$ cat src/rtl/clock_pkg.sv
// Shared definitions for the time-of-day display path: field width, segment
// patterns, digit positions, conversion FSM states and the double-dabble step.
package clock_pkg;

  localparam int TIME_W = 6;
  localparam int DIGITS = 6;
  localparam int BCD_W  = 8;
  localparam int DD_W   = BCD_W + TIME_W;

  // Segment patterns, bit order {g,f,e,d,c,b,a}, active high
  localparam logic [6:0] SEG_0   = 7'b0111111;
  localparam logic [6:0] SEG_1   = 7'b0000110;
  localparam logic [6:0] SEG_2   = 7'b1011011;
  localparam logic [6:0] SEG_3   = 7'b1001111;
  localparam logic [6:0] SEG_4   = 7'b1100110;
  localparam logic [6:0] SEG_5   = 7'b1101101;
  localparam logic [6:0] SEG_6   = 7'b1111101;
  localparam logic [6:0] SEG_7   = 7'b0000111;
  localparam logic [6:0] SEG_8   = 7'b1111111;
  localparam logic [6:0] SEG_9   = 7'b1101111;
  localparam logic [6:0] SEG_OFF = 7'b0000000;

  localparam logic [2:0] DIG_SEC_U = 3'd0;
  localparam logic [2:0] DIG_SEC_T = 3'd1;
  localparam logic [2:0] DIG_MIN_U = 3'd2;
  localparam logic [2:0] DIG_MIN_T = 3'd3;
  localparam logic [2:0] DIG_HRS_U = 3'd4;
  localparam logic [2:0] DIG_HRS_T = 3'd5;

  // One conversion step per binary bit; the last step index commits digits
  localparam logic [2:0] LAST_STEP = 3'(TIME_W - 1);

  typedef enum logic {
    IDLE = 1'b0,
    CONV = 1'b1
  } conv_state_t;

  // One double-dabble step on {tens, units, binary}: correct nibbles >= 5,
  // then shift the whole register left by one.
  function automatic logic [DD_W-1:0] dd_step(input logic [DD_W-1:0] r);
    logic [DD_W-1:0] t;
    t = r;
    if (t[13:10] >= 4'd5) t[13:10] = t[13:10] + 4'd3;
    if (t[9:6] >= 4'd5)   t[9:6]   = t[9:6] + 4'd3;
    return {t[DD_W-2:0], 1'b0};
  endfunction

endpackage

$ cat src/rtl/seg7_decode.sv
// Combinational BCD digit to 7-segment pattern; non-decimal codes blank the digit.
module seg7_decode
  import clock_pkg::*;
(
  input  logic [3:0] bcd,
  output logic [6:0] seg
);

  always_comb begin
    seg = SEG_OFF;
    case (bcd)
      4'd0:    seg = SEG_0;
      4'd1:    seg = SEG_1;
      4'd2:    seg = SEG_2;
      4'd3:    seg = SEG_3;
      4'd4:    seg = SEG_4;
      4'd5:    seg = SEG_5;
      4'd6:    seg = SEG_6;
      4'd7:    seg = SEG_7;
      4'd8:    seg = SEG_8;
      4'd9:    seg = SEG_9;
      default: seg = SEG_OFF;
    endcase
  end

endmodule

$ cat src/rtl/clock_display.sv
// Samples the time-of-day counter, converts each field to BCD with a sequential
// double-dabble engine and scans six multiplexed 7-segment digits.
module clock_display
  import clock_pkg::*;
#(
  parameter int SCAN_DIV = 1000
) (
  input  logic              clk,
  input  logic              reset,
  input  logic [TIME_W-1:0] count_sec,
  input  logic [TIME_W-1:0] count_min,
  input  logic [TIME_W-1:0] count_hrs,
  output logic [5:0]        digit_en,
  output logic [6:0]        seg,
  output logic              busy,
  output logic              dbg_state
);

  localparam int PW = (SCAN_DIV > 2) ? $clog2(SCAN_DIV) : 1;
  localparam logic [PW-1:0] PRE_RELOAD = PW'(SCAN_DIV - 1);

  conv_state_t           state;
  logic [3*TIME_W-1:0]   snapshot;
  logic [3*TIME_W-1:0]   live;
  logic [DD_W-1:0]       sr_sec, sr_min, sr_hrs;
  logic [DD_W-1:0]       nx_sec, nx_min, nx_hrs;
  logic [2:0]            step;
  logic [3:0]            digits [DIGITS];

  logic [PW-1:0]         presc;
  logic [2:0]            idx;
  logic [2:0]            idx_nx;
  logic [6:0]            seg_nx;

  assign live      = {count_hrs, count_min, count_sec};
  assign nx_sec    = dd_step(sr_sec);
  assign nx_min    = dd_step(sr_min);
  assign nx_hrs    = dd_step(sr_hrs);
  assign dbg_state = state;

  // Conversion FSM: inputs are only looked at in IDLE, so changes during
  // CONV are picked up by the compare on the first IDLE edge.
  always_ff @(posedge clk or negedge reset) begin
    if (!reset) begin
      state    <= IDLE;
      snapshot <= '0;
      sr_sec   <= '0;
      sr_min   <= '0;
      sr_hrs   <= '0;
      step     <= '0;
      busy     <= 1'b0;
      for (int i = 0; i < DIGITS; i++) digits[i] <= 4'd0;
    end else begin
      case (state)
        IDLE: begin
          if (live != snapshot) begin
            snapshot <= live;
            sr_sec   <= {{BCD_W{1'b0}}, count_sec};
            sr_min   <= {{BCD_W{1'b0}}, count_min};
            sr_hrs   <= {{BCD_W{1'b0}}, count_hrs};
            step     <= '0;
            busy     <= 1'b1;
            state    <= CONV;
          end
        end
        CONV: begin
          sr_sec <= nx_sec;
          sr_min <= nx_min;
          sr_hrs <= nx_hrs;
          step   <= step + 3'd1;
          if (step == LAST_STEP) begin
            digits[DIG_SEC_U] <= nx_sec[9:6];
            digits[DIG_SEC_T] <= nx_sec[13:10];
            digits[DIG_MIN_U] <= nx_min[9:6];
            digits[DIG_MIN_T] <= nx_min[13:10];
            digits[DIG_HRS_U] <= nx_hrs[9:6];
            digits[DIG_HRS_T] <= nx_hrs[13:10];
            busy              <= 1'b0;
            state             <= IDLE;
          end
        end
        default: state <= IDLE;
      endcase
    end
  end

  always_comb begin
    idx_nx = idx;
    if (presc == '0) idx_nx = (idx == DIG_HRS_T) ? DIG_SEC_U : idx + 3'd1;
  end

  seg7_decode u_dec (
    .bcd (digits[idx_nx]),
    .seg (seg_nx)
  );

  // Scan runs free of the FSM; enable and segments share the same edge.
  always_ff @(posedge clk or negedge reset) begin
    if (!reset) begin
      presc    <= PRE_RELOAD;
      idx      <= DIG_SEC_U;
      digit_en <= 6'b000001;
      seg      <= SEG_0;
    end else begin
      presc    <= (presc == '0) ? PRE_RELOAD : presc - PW'(1);
      idx      <= idx_nx;
      digit_en <= 6'b000001 << idx_nx;
      seg      <= seg_nx;
    end
  end

endmodule

$ cat config.mk
export PLATFORM = sky130hd
export DESIGN_NAME = clock_display
export DESIGN_NICKNAME = d
export VERILOG_FILES = /design/src/rtl/clock_pkg.sv /design/src/rtl/seg7_decode.sv /design/src/rtl/clock_display.sv
export SDC_FILE = /design/constraint.sdc
export NUM_CORES = 1
export LEC_CHECK = 0
export ABC_CLOCK_PERIOD_IN_PS = 7300
export BUFFER_PORTS_ARGS = -buffer_cell sky130_fd_sc_hd__buf_4
export CORE_MARGIN = 4
export CORE_UTILIZATION = 35
export CTS_BUF_LIST = sky130_fd_sc_hd__clkbuf_8
export DETAILED_ROUTE_END_ITERATION = 8
export SYNTH_ARGS = -nofsm -noshare
export SYNTH_HDL_FRONTEND = slang
export SYNTH_SLANG_ARGS = --single-unit
$ cat constraint.sdc
create_clock -name clk -period 7.3 [get_ports clk]
set_clock_uncertainty 0.15 [all_clocks]
set_input_delay 0.365 -clock clk [delete_from_list [all_inputs] [get_ports clk]]
set_output_delay 0.365 -clock clk [all_outputs]
set_load 0.02 [all_outputs]
# ---- Word level (Yosys, flattened, before mapping)
# Memories as Yosys holds them, arrays and structs flattened. A register that Yosys moved wholly into a read port is not among the register bits.
# Index checks and enable logic that the tools add are counted.
dict set report totals {
  ff_bits 108
  word_cells 72
  romBits 112
  inputBits 20
  memories 1
  out_inout_bits 15
}
dict set report op_classes {
  n_eq_ne 5
  n_addsub 9
  mux 26
  reduce_logical 5
  shift 1
  bitwise 2
  order_cmp 7
}
# memory words word_bits read_ports rd_ports_with_merged_regs write_ports line_no
set memory_table {}
lappend memory_table {{(no name shown)} 16 7 1 1 0 seg7_decode.sv:11} ;# case (bcd)
# cell count
set ops {}
lappend ops {{14-bit case mux with 2 select lines} 3}
lappend ops {{14-bit two-way mux} 3}
lappend ops {{4-bit by 3-bit >= comparator with 1-bit output (second input constant)} 6}
lappend ops {{4-bit two-way mux} 5}
lappend ops {{3-bit two-way mux} 6}
lappend ops {{18-bit inequality test} 1}
lappend ops {{4-bit by 2-bit adder with 4-bit output (second input constant)} 3}
lappend ops {{4-bit binary-select mux with 3-bit select} 1}
lappend ops {{10-bit logical NOT} 1}
lappend ops {{10-bit two-way mux} 1}
lappend ops {{10-bit by 1-bit subtractor with 10-bit output (second input constant)} 1}
lappend ops {{3-bit by 2-bit adder with 3-bit output (second input constant)} 3}
lappend ops {{3-bit by 1-bit adder with 3-bit output (second input constant)} 2}
lappend ops {{3-bit == test (second input constant)} 2}
lappend ops {{3-bit case mux with 2 select lines} 1}
lappend ops {{2-bit AND reduction} 3}
lappend ops {{1-bit by 3-bit left shift with 6-bit output (first input constant)} 1}
lappend ops {{4-bit >= comparator (second input constant)} 1}
lappend ops {{1-bit two-way mux} 4}
lappend ops {{3-bit NOT with 4-bit output} 1}
lappend ops {{1-bit case mux with 2 select lines} 2}
lappend ops {{2-bit by 1-bit inequality test with 1-bit output (second input constant)} 1}
lappend ops {{2-bit inequality test (second input constant)} 1}
lappend ops {{1-bit logical NOT} 1}
lappend ops {{1-bit NOT} 1}

# ---- Depth between registers and ports, before layout
# Gate-level depths: netlist of the first run.
dict set report depth {
  depth_word 7
  depth_mapped 12
  depth_no_buf 11
}

# ---- Hierarchy
# Synthesis of the first run repeated with hierarchy kept, for this count alone.
dict set report unflattened {
  hier_cells 537
  hier_area_um2 5795.6
}
# module area_per_inst_um2 cells_per_inst seq_area_each_um2 n_inst
set by_module_without_submodules {}
lappend by_module_without_submodules {clock_display 5576.6 509 2896.5 1}
lappend by_module_without_submodules {seg7_decode 219.0 28 0.0 1}

# ---- Worst setup path after synthesis of the first run
# Ideal clock, no wire load.
dict set report synth_path {
  path_kind {flip-flop to flip-flop}
  start {register presc[0]}
  end {register seg[0]}
  synth_period_minus_slack_ns 2.695
  arrival_time_ns 2.465
  setup_ns 0.080
  n_path_buf 1
  t_required_ns 7.070
  stages_incl_launch_ff 12
  setup_slack_ns 4.605
  path_cell_list {dfstp_2 -> inv_1 -> ha_1 -> and3_1 -> buf_6 -> xnor2_4 -> mux2i_1 -> o221ai_2 -> inv_1 -> ha_1 -> mux2_4 -> o22ai_1}
}
dict set report synth_between {
  elab_chain_cells 6
}
# item line_no
set synth_rtl {}
lappend synth_rtl {{start: declaration} clock_display.sv:30} ;# logic [PW-1:0] presc;
lappend synth_rtl {{start signal: assignment} clock_display.sv:105} ;# presc <= (presc == '0) ? PRE_RELOAD : presc - PW'(1);
lappend synth_rtl {{10-bit logical NOT} clock_display.sv:89} ;# if (presc == '0) idx_nx = (idx == DIG_HRS_T) ? DIG_SEC_U : idx + 3'd1;
lappend synth_rtl {{3-bit two-way mux} clock_display.sv:89}
lappend synth_rtl {{net idx_nx[0]} clock_display.sv:32} ;# logic [2:0] idx_nx;
lappend synth_rtl {{3-bit NOT with 4-bit output (implied by the code)} clock_display.sv:93} ;# .bcd (digits[idx_nx]),
lappend synth_rtl {{4-bit binary-select mux with 3-bit select} clock_display.sv:93}
lappend synth_rtl {{4-bit two-way mux (implied by the code) (2 in a row)} clock_display.sv:93}
lappend synth_rtl {{end: declaration} clock_display.sv:14} ;# output logic [6:0] seg,
# The timed path passes the listed nets, and every way through them passes these cells. The select of a mux whose other input is x is not followed.
# A chain may end at the register's enable or synchronous reset.

# ---- Worst setup path after layout of the first run
dict set report layout_path {
  start {register snapshot[6]}
  end {register snapshot[7]}
}
dict set report layout_between {
  elab_chain_cells 2
}
# item line_no
set layout_rtl {}
lappend layout_rtl {{start: declaration} clock_display.sv:23} ;# logic [3*TIME_W-1:0] snapshot;
lappend layout_rtl {{start signal: assignment} clock_display.sv:57} ;# snapshot <= live;
lappend layout_rtl {{18-bit inequality test} clock_display.sv:56} ;# if (live != snapshot) begin
lappend layout_rtl {{2-bit AND reduction (no line)} -}
# Every way passes these cells.

==> summary by stage, run 1 <==
Synth
The largest area contributor in the synthesized netlist is sky130_fd_sc_hd__dfrtp_1. Yosys printed 0 warnings. The post-synthesis cell type count is 55. The share of the Yosys chip area taken by registers is 0.497.

The number of enable flip-flop cells after synthesis is 0. The dominant register cell in the synthesized netlist is sky130_fd_sc_hd__dfrtp_1. The post-synthesis instance area is 5820 µm². After synthesis the netlist holds a flip-flop and latch count of 115. The synthesized netlist net count is 582.

In the synthesized netlist the async set-or-reset flop fraction comes to 1.00. The share of Yosys cell area claimed by the top area cell type is 0.430. By area the synthesized netlist is led by sky130_fd_sc_hd__dfrtp_1 43%, sky130_fd_sc_hd__mux2i_1 7.2%, sky130_fd_sc_hd__dfstp_2 6.8%. The mean cell area of the mapped netlist is 10.8 µm². The cell count after synthesis came out at 540.

Hold path
The tightest min-delay check is of the in2reg type.

Global route
Entering global routing, the biggest net connects 69 pins. The initial antenna violation count is 0. Global routing finished with a remaining overflow of 0. For met2 alone, demand over resource in global routing was 0.204.

The layer with the highest usage after global routing is met2. In the global route stage, overall resource usage came out at 0.127. The first-pass GRT wire length is 19000 µm.

The global-route track usage on met3 is 0.0353. The number of global-route vias before repair came to 3911. The met1 layer usage reported by global route is 0.167.

STA
The pin slew with the least headroom to its limit is 1140 ps. For the finished layout, the period the worst path requires is 3580 ps. In this run the tightest slew margin relative to its limit is 0.237.

The worst-case hold slack is 52.3 ps. Setup repair after global routing left no endpoint under its margin. Derived from the worst setup path, the maximum achievable clock frequency is 279 MHz. Setup violations remaining at the end of the flow were counted as 0. The number of max-slew violations in the final report is 0.

The hold violation count in the final report is 0. The post-route clock period utilization is 0.490. For the final routed database, the setup TNS stands at 0 ps.

Floorplan
The x dimension of the die is 137 µm. The height of the chip is 137 µm. The die area is 18800 µm².

For this configuration, the core starts out at a cell density of 0.361. The placement row count is 46. The area of the core is 16100 µm². 35 I/O pins were placed.

Drt
The average routed wire per standard cell is 13.8 µm. The via density per instance is 4.89. The total length of routed wires is 11100 µm.

The count of nets left with antenna violations once routing finished came out at 0. The first detailed-routing pass took 4 iterations. The count of vias placed by the detailed router is 3927. The DRC violation total after the first TritonRoute iteration is 202.

After detailed routing, the number of remaining DRC violations is 0.

Clocking
For the worst-skew pair, the clock arrives at the later sink with an insertion delay of 420 ps. Buffers inserted during clock tree synthesis total 17. The TritonCTS clock tree is built. In this run the deepest clock path goes through 2 buffers. Clock-pin slew was measured on the worst setup and hold paths at 70 ps. The post-CTS resize count is 0. Counting every sink on the clock net gives 115. The number of setup buffers added after CTS is 0. The CTS root buffer is sky130_fd_sc_hd__clkbuf_8. The H-tree depth is 4. Buffers inserted to repair hold after CTS numbered 1.

Finish
The utilization of the core after routing is 0.415. The fraction of layout instances using a drive strength above 1 is 0.223. The final standard cell count with taps included and fillers excluded is 803. 0 antenna diodes ended up in the layout. The growth of design area from synthesis to finish is 14.9%.

Counting the fill cells in the layout gives 1558. The final-stage net count is 617.

Placed design
Once placement completed, the tool counted placed cells totaling 771. The half-perimeter wire length after detailed placement is 7750 µm. The number of buffers added on ports is 34.

Routability-driven placement finished with a final weighted congestion of 0.843.

Critical path
The arrival time of data at the critical path endpoint is 3730 ps. The highest net fanout along the worst path is 26. The critical path data required time is 7450 ps. The critical path startpoint category is a flop. The setup path with the least slack is of type reg2reg. The worst setup path is captured at a flop.

Pwr
The total leakage power is 3.02 nW. For this design the total switching power over the nets is 0.912 mW. The internal power is 1.67 mW. The share of total power in combinational logic is 0.356. The portion of total power attributed to the clock network is 0.227. The final total power is 2.58 mW.

The net switching share of the total power is 0.353. For this design the ratio of total power to cell area is 386 nW/µm². The share of total power dissipated in sequential elements is 0.417. Across the VDD grid, the largest voltage drop is 203 µV.

Run status
The run finished with clean final reports.

Run
The number of max-capacitance violations reported is 0.
cells by family (layout without fill, tap and decap cells):
group                    Yosys count  count (layout)  share of synthesized area
buffers and inverters             45              92                     0.0307
AO/OA/AOI/OAI                    104             104                      0.110
XOR/XNOR                          31              31                     0.0498
flip-flops                       115             115                      0.497
adder cells (fa/ha/maj)           23              23                     0.0490
AND/OR/NAND/NOR                  147             147                      0.124
multiplexers                      75              75                      0.139
worst paths after layout:
kind	start	to	slack, ps	cells after the start
setup reg to reg	snapshot[6]	snapshot[7]	3720	8
max in group asynchronous	reset	digits[4]	5360	3
hold reg to reg	presc[0]	presc[0]	310	1
hold / removal	count_sec[2]	snapshot[2]	50	2
setup / recovery	snapshot[6]	snapshot[7]	3720	8
min in group asynchronous	reset	presc[4]	360	2
power by group through the flow:
stage                     sequential, mW  combinational (mW)  clock [mW]
final                               1.08               0.918       0.587
after global routing                1.11                1.05       0.635
after CTS                           1.08               0.933       0.607
after detailed placement            1.09               0.928           0
after global placement              1.08               0.891           0
after floorplan                     1.06               0.693           0
critical path: stages (launching register included):
cell	delay, ps
sky130_fd_sc_hd__dfrtp_1	390
sky130_fd_sc_hd__xor2_1	140
sky130_fd_sc_hd__nor4_1	350
sky130_fd_sc_hd__nand3_1	190
sky130_fd_sc_hd__nor4_4	1010
sky130_fd_sc_hd__buf_4	490
sky130_fd_sc_hd__nor2_1	180
sky130_fd_sc_hd__buf_4	270
sky130_fd_sc_hd__mux2_2	290
stage by stage:
step	instance area [µm²]	worst slack, ps
after floorplan	5820	4610
after global placement	6290	3560
after detailed placement	6290	3550
after CTS	6690	3670
after global routing	6690	3390
final	6690	3720
state kept, by name, indices dropped and copies added, names as in the netlist:
signal,flops
idx,3
step,3
digits,24
sr_min,14
sr_hrs,14
busy,1
dbg_state,1
seg,7
digit_en,6
sr_sec,14
snapshot,18
presc,10
cell usage after synthesis (2+ instances only):
master	count
sky130_fd_sc_hd__nor4_1	3
sky130_fd_sc_hd__nor2_1	17
sky130_fd_sc_hd__a311oi_1	2
sky130_fd_sc_hd__xnor2_1	13
sky130_fd_sc_hd__nand3_1	8
sky130_fd_sc_hd__nor3b_1	8
sky130_fd_sc_hd__nand4_1	2
sky130_fd_sc_hd__mux2_2	30
sky130_fd_sc_hd__a31oi_1	3
sky130_fd_sc_hd__and2_1	2
sky130_fd_sc_hd__nor4_4	3
sky130_fd_sc_hd__nor2b_1	4
sky130_fd_sc_hd__a21o_1	3
sky130_fd_sc_hd__mux2_4	2
sky130_fd_sc_hd__nor3_1	2
sky130_fd_sc_hd__a22oi_1	3
sky130_fd_sc_hd__or3_1	2
sky130_fd_sc_hd__buf_1	2
sky130_fd_sc_hd__inv_1	21
sky130_fd_sc_hd__mux2i_1	42
sky130_fd_sc_hd__nand2b_1	6
sky130_fd_sc_hd__buf_2	2
sky130_fd_sc_hd__clkbuf_1	19
sky130_fd_sc_hd__a22o_1	2
sky130_fd_sc_hd__xor2_1	17
sky130_fd_sc_hd__ha_1	22
sky130_fd_sc_hd__a21oi_1	23
sky130_fd_sc_hd__and3_1	2
sky130_fd_sc_hd__o221ai_2	2
sky130_fd_sc_hd__and2_2	2
sky130_fd_sc_hd__o22ai_1	4
sky130_fd_sc_hd__dfrtp_1	100
sky130_fd_sc_hd__nand2_1	82
sky130_fd_sc_hd__o21ai_0	50
sky130_fd_sc_hd__dfstp_2	15
final cells by class:
class / count / area, µm² / area share
clock inverters: 13 / 144 / 0.0215
repair buffers: 40 / 303 / 0.0453
multi-input cells: 380 / 2750 / 0.411
well taps: 216 / 270 / 0.0404
flip-flops and latches: 115 / 2900 / 0.433
inverters: 21 / 78.8 / 0.0118
clock buffers: 18 / 248 / 0.0370
metal layers:
metal,up-vias,routed length (µm),part of all wire
met5,-,0,0
met2,58,5300,0.48
met1,1912,5310,0.48
met4,0,108,0.0097
li1,1947,-,-
met3,10,382,0.034
cell usage in the layout, fill, tap and decap left out, types with 3 or more instances in the layout:
master / Yosys / routed
sky130_fd_sc_hd__dfstp_2: 15 / 15
sky130_fd_sc_hd__bufinv_16: 0 / 3
sky130_fd_sc_hd__nand2b_1: 6 / 6
sky130_fd_sc_hd__a31oi_1: 3 / 3
sky130_fd_sc_hd__clkinv_2: 0 / 6
sky130_fd_sc_hd__a21o_1: 3 / 3
sky130_fd_sc_hd__xor2_1: 17 / 17
sky130_fd_sc_hd__dfrtp_1: 100 / 99
sky130_fd_sc_hd__nand3_1: 8 / 8
sky130_fd_sc_hd__a22oi_1: 3 / 3
sky130_fd_sc_hd__mux2_2: 30 / 30
sky130_fd_sc_hd__buf_4: 0 / 39
sky130_fd_sc_hd__a21oi_1: 23 / 23
sky130_fd_sc_hd__nand2_1: 82 / 82
sky130_fd_sc_hd__o22ai_1: 4 / 4
sky130_fd_sc_hd__clkbuf_8: 0 / 18
sky130_fd_sc_hd__nor3b_1: 8 / 8
sky130_fd_sc_hd__ha_1: 22 / 22
sky130_fd_sc_hd__inv_1: 21 / 23
sky130_fd_sc_hd__mux2i_1: 42 / 42
sky130_fd_sc_hd__o21ai_0: 50 / 50
sky130_fd_sc_hd__nor4_4: 3 / 3
sky130_fd_sc_hd__nor2b_1: 4 / 4
sky130_fd_sc_hd__nor2_1: 17 / 17
sky130_fd_sc_hd__nor4_1: 3 / 3
sky130_fd_sc_hd__xnor2_1: 13 / 13
(Power assumes the default switching activity.)
==> inputs of run 2 (changes only) <==
--- a/config.mk
+++ b/config.mk
@@ -5,7 +5,8 @@
 export SDC_FILE = /design/constraint.sdc
 export NUM_CORES = 1
 export LEC_CHECK = 0
-export ABC_CLOCK_PERIOD_IN_PS = 7300
+export ABC_AREA = 1
+export ABC_CLOCK_PERIOD_IN_PS = 3200
 export BUFFER_PORTS_ARGS = -buffer_cell sky130_fd_sc_hd__buf_4
 export CORE_MARGIN = 4
 export CORE_UTILIZATION = 35
==> constraint.sdc (replaced) <==
create_clock -name clk -period 3.2 [get_ports clk]
set_clock_uncertainty 0.15 [all_clocks]
set_input_delay 0.16 -clock clk [delete_from_list [all_inputs] [get_ports clk]]
set_output_delay 0.16 -clock clk [all_outputs]
set_load 0.02 [all_outputs]
==> summary by stage, run 2 <==
Run status
The flow ran to the end, and the final reports show no timing, DRC or antenna violations.

Synth
The number of storage elements in the synthesis netlist came to 115 (unchanged). The count of yosys warnings during synthesis is 0 (unchanged). The simple logic cell fraction of the synthesized area is 0.295 (+0.171). The largest area contributor in the synthesized netlist is sky130_fd_sc_hd__dfrtp_1. The share of Yosys cell area claimed by the top area cell type is 0.414 (-0.0154).

Among all cell types in the netlist, the one instantiated most often is sky130_fd_sc_hd__nand2_1. The share of the synthesized netlist area taken by xor and xnor gates is 0.0305 (-0.0194). By area, the combinational part of the netlist is dominated by simple AND/OR/NAND/NOR gates. The proportion of synthesized chip area in sequential cells is 0.480 (-0.0178).

The synthesized netlist net count is 751 (+29%). For this run, the leading register cell type out of synthesis is sky130_fd_sc_hd__dfrtp_1. The complex-gate fraction of the synthesized area is 0.0735 (-0.0363).

The commonest cells after synthesis are 198 x sky130_fd_sc_hd__nand2_1, 100 x sky130_fd_sc_hd__dfrtp_1, 70 x sky130_fd_sc_hd__inv_1, 69 x sky130_fd_sc_hd__nand3_1, 50 x sky130_fd_sc_hd__o21ai_0. The mean cell area of the mapped netlist is 8.52 µm² (-21%). The post-synthesis instance area was 6040 µm² (+3.7%). The post-synthesis cell type count is 39 (-29%). The number of enable flip-flop cells after synthesis is 0 (unchanged). The adder-cell area share of the yosys netlist is 0.0456 (-0.00341). The multiplexer area fraction after synthesis is 0 (-0.139). Ranked by total cell area, the synthesized netlist is headed by sky130_fd_sc_hd__dfrtp_1 41%, sky130_fd_sc_hd__nand2_1 12%, sky130_fd_sc_hd__dfstp_2 6.5%. The share of async-settable or async-resettable flops after synthesis is 1.00 (unchanged). The gate count of the mapped netlist was 709 (+31%).

Placed design
The number of buffers added on ports is 34 (unchanged). The half-perimeter wire length after detailed placement came to 8450 µm (+9.1%). The placement-stage worst setup slack was 339 ps (-3210 ps). The weighted congestion at the end of routability-driven global placement is 0.835 (-1.0%).

The total placed cells including tap cells came to 948 (+23%).

Critical path
The peak per-stage delay on the critical path is 530 ps (-480 ps). The worst setup path is of the reg2reg kind. The critical path data required time is 3410 ps (-4040 ps). By instance count, the cell type seen most on the critical path is sky130_fd_sc_hd__nand2_1. Traced cell by cell, the critical path runs through inv_1 > ha_1 > inv_1 > nor2_2 > nand3_4 > nand2_2 > nand2_4 > inv_2 > nand2_1 > nand2_1 > nand2_1 > nand2_1 > nand2_4 > inv_1 > ha_1 > nand3_1 > nand2_1 > nand2_1 > nand2_1. The arrival time of data at the critical path endpoint is 3100 ps (-630 ps). The dominant delay contributor by cell family on the critical path is simple AND/OR/NAND/NOR gates.

The number of buffer and inverter instances along the worst setup path came to 4 (+2). The worst setup path is captured at a flop. The highest net fanout along the worst path is 19 (-27%).

For this design, the slowest cell found on the critical path is sky130_fd_sc_hd__dfstp_2. STA classifies the critical path startpoint as a flop.

STA
The number of max-slew violations in the final report is 0 (unchanged). The worst relative slew slack is 0.473 (+0.236). The minimum clock period after layout is 2890 ps (-689 ps). The worst setup slack after layout is 311 ps (-3410 ps). The hold violation count in the final report is 0 (unchanged). The pin slew with the least headroom to its limit is 790 ps (-346 ps). Setup repair after global routing left no endpoint under its margin. The count of final setup violators was 0 (unchanged). The post-route clock period utilization is 0.903 (+0.413). The fmax is 346 MHz (+24%). The final sum of negative setup slack is 0 ps (unchanged).

Clocking
The H-tree depth came to 4 (unchanged). The deepest clock path buffer count is 2 (unchanged). The CTS root buffer is sky130_fd_sc_hd__clkbuf_8. The CTS clock-pin slew for the worst setup and hold paths was 70 ps (about the same). The TritonCTS buffer count is 17 (unchanged). The number of clock sinks seen by CTS was 115 (unchanged).

The clock insertion delay at the later pin of the skew report came to 430 ps (about the same). The TritonCTS clock tree is built.

Global route
The residual overflow from global routing was 0 (unchanged). The maximum number of pins on one net before global-route repair is 62 (-10%). The number of global-route vias before repair is 4635 (+19%). The total global-route track usage came to 0.134 (+0.00723). The initial antenna violation count came to 0 (unchanged). The first-pass GRT wire length is 21900 µm (+15%).

Drt
The number of search-and-repair iterations in the first detailed-routing pass is 4 (unchanged). The post-route DRC violation count is 0 (unchanged). The via density per instance is 4.63 (-5.3%). The total length of routed wires is 12300 µm (+11%).

The post-route antenna net violation count is 0 (unchanged). The DRC violation total after the first TritonRoute iteration is 173 (-14%). The count of vias placed by the detailed router is 4629 (+18%). The average routed wire per standard cell is 12.4 µm (-11%).

Run
The number of max-capacitance violations reported was 0 (unchanged).

Floorplan
The height of the chip came to 139 µm (+1.7%). The starting utilization of the core area is 0.360 (-0.000977). The number of top-level pins is 35 (unchanged). The x dimension of the die is 139 µm (+1.7%). The die area came to 19400 µm² (+3.5%).

The area of the core came to 16800 µm² (+4.0%). The placement row count was 47 (+2.2%).

Hold path
The worst hold path belongs to the class in2async.

Finish
The growth of design area from synthesis to finish is 17.1%. The number of flip-flops under the largest register name is 24 (unchanged). In the layout the commonest cells are 198 x sky130_fd_sc_hd__nand2_1, 100 x sky130_fd_sc_hd__dfrtp_1, 70 x sky130_fd_sc_hd__inv_1.

More flip-flops sit in one register than any other, and that register is digits. The count of inserted antenna diode cells came to 0 (unchanged). The library cell used most frequently in the layout, excluding fill and tap cells, is sky130_fd_sc_hd__nand2_1. The final-stage net count is 808 (+31%). The final standard cell count with taps included and fillers excluded is 999 (+24%).

The fraction of layout instances using a drive strength above 1 is 0.190 (-0.0332). The largest registers in the layout are digits: 24 flops, snapshot: 18 flops.

Pwr
The total leakage power is 3.52 nW (+17%). The power density over the cells came to 849 nW/µm² (+120%). The final total power is 6.00 mW (+130%). The worst voltage drop across the vdd grid is 404 µV (+99%).
[run 2: cell count changes after synthesis, sizes merged, moves of 8 or more]
cell / before / now
mux2: 32 / 0
nand3: 8 / 83
mux2i: 42 / 0
inv: 21 / 79
buf: 5 / 15
nand4: 2 / 18
nor3b: 8 / 0
nand2: 82 / 215
nor2: 17 / 31
[run 2: cell type report]
class	count	area [µm²]
clock buffers	22	303
clock inverters	10	80.1
fillers	1705	9690
inverters	79	299
multi-input cells	488	2680
flip-flops and latches	115	2900
well taps	220	275
repair buffers	65	536
[run 2: kinds of logic after synthesis]
family	after synthesis
AOI/OAI and AO/OA	82
xor gates and xnor gates	21
adders and majority gates	22
buffers and inverters	106
DFF	115
and+or+nand+nor	363
[run 2: layer usage]
metal	GRT usage	wire length (µm)
met5	0	0
met2	0.213	5560
met4	0.0417	159
met1	0.183	6230
met3	0.0298	385
[run 2: power by group]
group          internal, mW  switching, mW  total (mW)
registers              2.05          0.349        2.40
clock network         0.707          0.588        1.29
logic                 0.906           1.40        2.31
[run 2: worst paths after layout]
| path | slack, ps | depth (start not counted) | end | from |
|---|---|---|---|---|
| min in group clk | 300 | 1 | presc[0] | presc[0] |
| setup reg to reg | 310 | 19 | seg[3] | presc[0] |
| hold reg to reg | 300 | 1 | presc[0] | presc[0] |
| setup / recovery | 310 | 19 | seg[3] | presc[0] |
| hold / removal | 210 | 2 | presc[4] | reset |
| max in group asynchronous | 1810 | 3 | seg[3] | reset |
[run 2: stage by stage]
step	util	area (µm²)	hold WS (ps)
2_1_floorplan	-	6040	-286
3_3_place_gp	0.388	6500	155
3_5_place_dp	0.388	6500	153
4_1_cts	0.422	7070	214
5_1_grt	0.422	7070	269
6_report	0.422	7070	206
[run 2: repair_timing]
action,CTS,global route
hold buffers,19,0
setup buffers,0,0
resized for setup,0,0
hold endpoints to repair,88,0
==> inputs of run 3 (changes only) <==
--- a/config.mk
+++ b/config.mk
@@ -12,6 +12,7 @@
 export CORE_UTILIZATION = 35
 export CTS_BUF_LIST = sky130_fd_sc_hd__clkbuf_8
 export DETAILED_ROUTE_END_ITERATION = 8
+export RECOVER_POWER = 50
 export SYNTH_ARGS = -nofsm -noshare
 export SYNTH_HDL_FRONTEND = slang
 export SYNTH_SLANG_ARGS = --single-unit
==> summary by stage, run 3 (same netlist as run 2, synthesis figures left out) <==
Critical path
The critical path data required time is 3410 ps (about the same). The arrival time of data at the critical path endpoint is 3100 ps (about the same). The critical path startpoint category is a flop. Among all stages on the critical path, the largest delay is contributed by sky130_fd_sc_hd__dfstp_1. The peak per-stage delay on the critical path came to 520 ps (about the same). The highest net fanout along the worst path is 19 (unchanged). The worst setup path is of the reg2reg kind.

The most common cell type on the critical path is sky130_fd_sc_hd__nand2_1. The critical path goes through inv_1 > ha_1 > inv_1 > nor2_2 > nand3_4 > nand2_2 > nand2_4 > inv_2 > nand2_1 > nand2_1 > nand2_1 > nand2_1 > nand2_4 > inv_1 > ha_1 > nand3_1 > nand2_1 > nand2_1 > nand2_1. The critical path capture point type is a flop.

Pwr
The net switching share of the total power was 0.392 (+0.00251). The switching power summed over all nets is 2.34 mW (-0.19%). The total leakage power is 3.46 nW (-1.8%). The final total power came to 5.95 mW (-0.82%).

The sequential share of power came to 0.402 (+0.002). The share of total power in combinational logic is 0.380 (-0.005). The portion of total power attributed to the clock network was 0.217 (about the same).

The worst voltage drop across the vdd grid is 404 µV (about the same). The power density over the cells is 850 nW/µm² (+0.13%). The internal power was 3.62 mW (-1.2%).

Global route
The number of global-route vias before repair is 4635 (unchanged). The maximum number of pins on one net before global-route repair is 62 (unchanged). The residual overflow from global routing came to 0 (unchanged). The first-pass GRT wire length was 21900 µm (unchanged).

The total global-route track usage is 0.134 (unchanged). The initial antenna violation count is 0 (unchanged).

Placed design
The total placed cells including tap cells is 948 (unchanged). The weighted congestion at the end of routability-driven global placement is 0.835 (unchanged). The number of buffers added on ports was 34 (unchanged). The half-perimeter wire length after detailed placement is 8450 µm (unchanged).

Run status
The run finished, with violations left. The final reports fail on capacitance limit, slew limit.

Floorplan
The height of the chip is 139 µm (unchanged). The die area is 19400 µm² (unchanged). The starting utilization of the core area is 0.360 (unchanged). The area of the core is 16800 µm² (unchanged). The x dimension of the die is 139 µm (unchanged). The placement row count is 47 (unchanged). The number of top-level pins is 35 (unchanged).

STA
The count of final setup violators is 0 (unchanged). The post-route clock period utilization is 0.903 (about the same). The worst relative slew slack came to -0.0205 (-0.494). The hold violation count in the final report is 0 (unchanged). The minimum clock period after layout came to 2890 ps (+0.404 ps). The number of max-slew violations in the final report is 62 (+62).

The final sum of negative setup slack is 0 ps (unchanged). The pin slew with the least headroom to its limit is 1530 ps (+740 ps). Setup repair after global routing left no endpoint under its margin.

The fmax is 346 MHz (about the same).

Finish
The final-stage net count was 808 (unchanged). The final standard cell count with taps included and fillers excluded was 999 (unchanged). The utilization of the core after routing is 0.418 (-0.00403).

The largest registers in the layout are digits: 24 flops, snapshot: 18 flops. More flip-flops sit in one register than any other, and that register is digits. The area of the multi-input gates came to 2680 µm² (unchanged).

The fraction of layout instances using a drive strength above 1 came to 0.168 (-0.0218). The library cells used most frequently in the layout, excluding fill and tap cells, are 198 x sky130_fd_sc_hd__nand2_1, 100 x sky130_fd_sc_hd__dfrtp_1, 70 x sky130_fd_sc_hd__inv_1. The number of inserted filler cells in the final layout is 1731 (+1.5%). The count of inserted antenna diode cells is 0 (unchanged).

The number of flip-flops under the largest register name is 24 (unchanged). The area used by sequential logic in the layout is 2900 µm² (unchanged). Leaving out fill and tap cells, the most frequent cell in the layout is sky130_fd_sc_hd__nand2_1. The area growth from synthesis to layout is 16.0%.

Drt
The count of vias placed by the detailed router is 4660 (+0.67%). The average routed wire per standard cell is 12.3 µm (about the same). The post-route DRC violation count came to 0 (unchanged). The number of search-and-repair iterations in the first detailed-routing pass is 4 (unchanged).

The post-route antenna net violation count is 0 (unchanged). The via density per instance was 4.66 (+0.67%). The DRC violation total after the first TritonRoute iteration is 189 (+9.2%). The total length of routed wires came to 12300 µm (about the same).

Clocking
The TritonCTS buffer count is 17 (unchanged). The clock insertion delay at the later pin of the skew report is 430 ps (about the same). The H-tree depth is 4 (unchanged). The TritonCTS clock tree is built.

The deepest clock path buffer count came to 2 (unchanged). The post-CTS resize count is 0 (unchanged). The root buffer cell chosen for the clock tree is sky130_fd_sc_hd__clkbuf_8. The number of clock sinks seen by CTS is 115 (unchanged).

The CTS clock-pin slew for the worst setup and hold paths is 70 ps (about the same). The number of setup buffers added after CTS was 0 (unchanged). The hold buffer count at cts is 19 (unchanged).

Hold path
The class of the worst hold path is reg2reg.

Run
The number of max-capacitance violations reported is 1 (+1).
## run 3: path summary, 6_finish.rpt
path	from	end	slack [ps]	cells past startpoint
min reg2reg	presc[0]	presc[0]	310	1
min	presc[0]	presc[0]	310	1
min in group asynchronous	reset	presc[4]	500	2
max	presc[0]	seg[3]	310	19
max in group asynchronous	reset	digits[15]	1030	3
max reg2reg	presc[0]	seg[3]	310	19
## run 3: per-stage QoR
stage	hold WS (ps)	setup WS [ps]	instance area (µm²)
4_1_cts	214	308	7070
3_3_place_gp	155	368	6500
2_1_floorplan	-286	805	6040
6_report	308	310	7010
5_1_grt	354	10.1	7010
3_5_place_dp	153	339	6500
## run 3: power groups by stage
stage / clock network, mW / registers (mW) / logic, mW
3_5_place_dp: 0 / 2.42 / 2.31
3_3_place_gp: 0 / 2.40 / 2.27
2_1_floorplan: 0 / 2.39 / 1.71
6_report: 1.29 / 2.40 / 2.26
5_1_grt: 1.40 / 2.47 / 2.65
4_1_cts: 1.34 / 2.40 / 2.34
## run 3: critical path: cells and delay by family, from the launching register on
family	cells	cell delay, ps
buffers and inverters	4	310
and+or+nand+nor	13	1340
adders and majority gates	2	490
DFF	1	520
## run 3: area by class of cell
cell class / instances / area share
flip-flops and latches: 115 / 0.413
repair buffers: 65 / 0.0668
well taps: 220 / 0.0393
clock inverters: 10 / 0.0114
inverters: 79 / 0.0427
clock buffers: 22 / 0.0432
multi-input cells: 488 / 0.383
## run 3: routing by layer
metal	vias up	GRT usage	share of wire
met5	-	0	0
met4	0	0.0417	0.013
met3	15	0.0298	0.033
met2	74	0.213	0.45
met1	2155	0.183	0.50
li1	2416	-	-
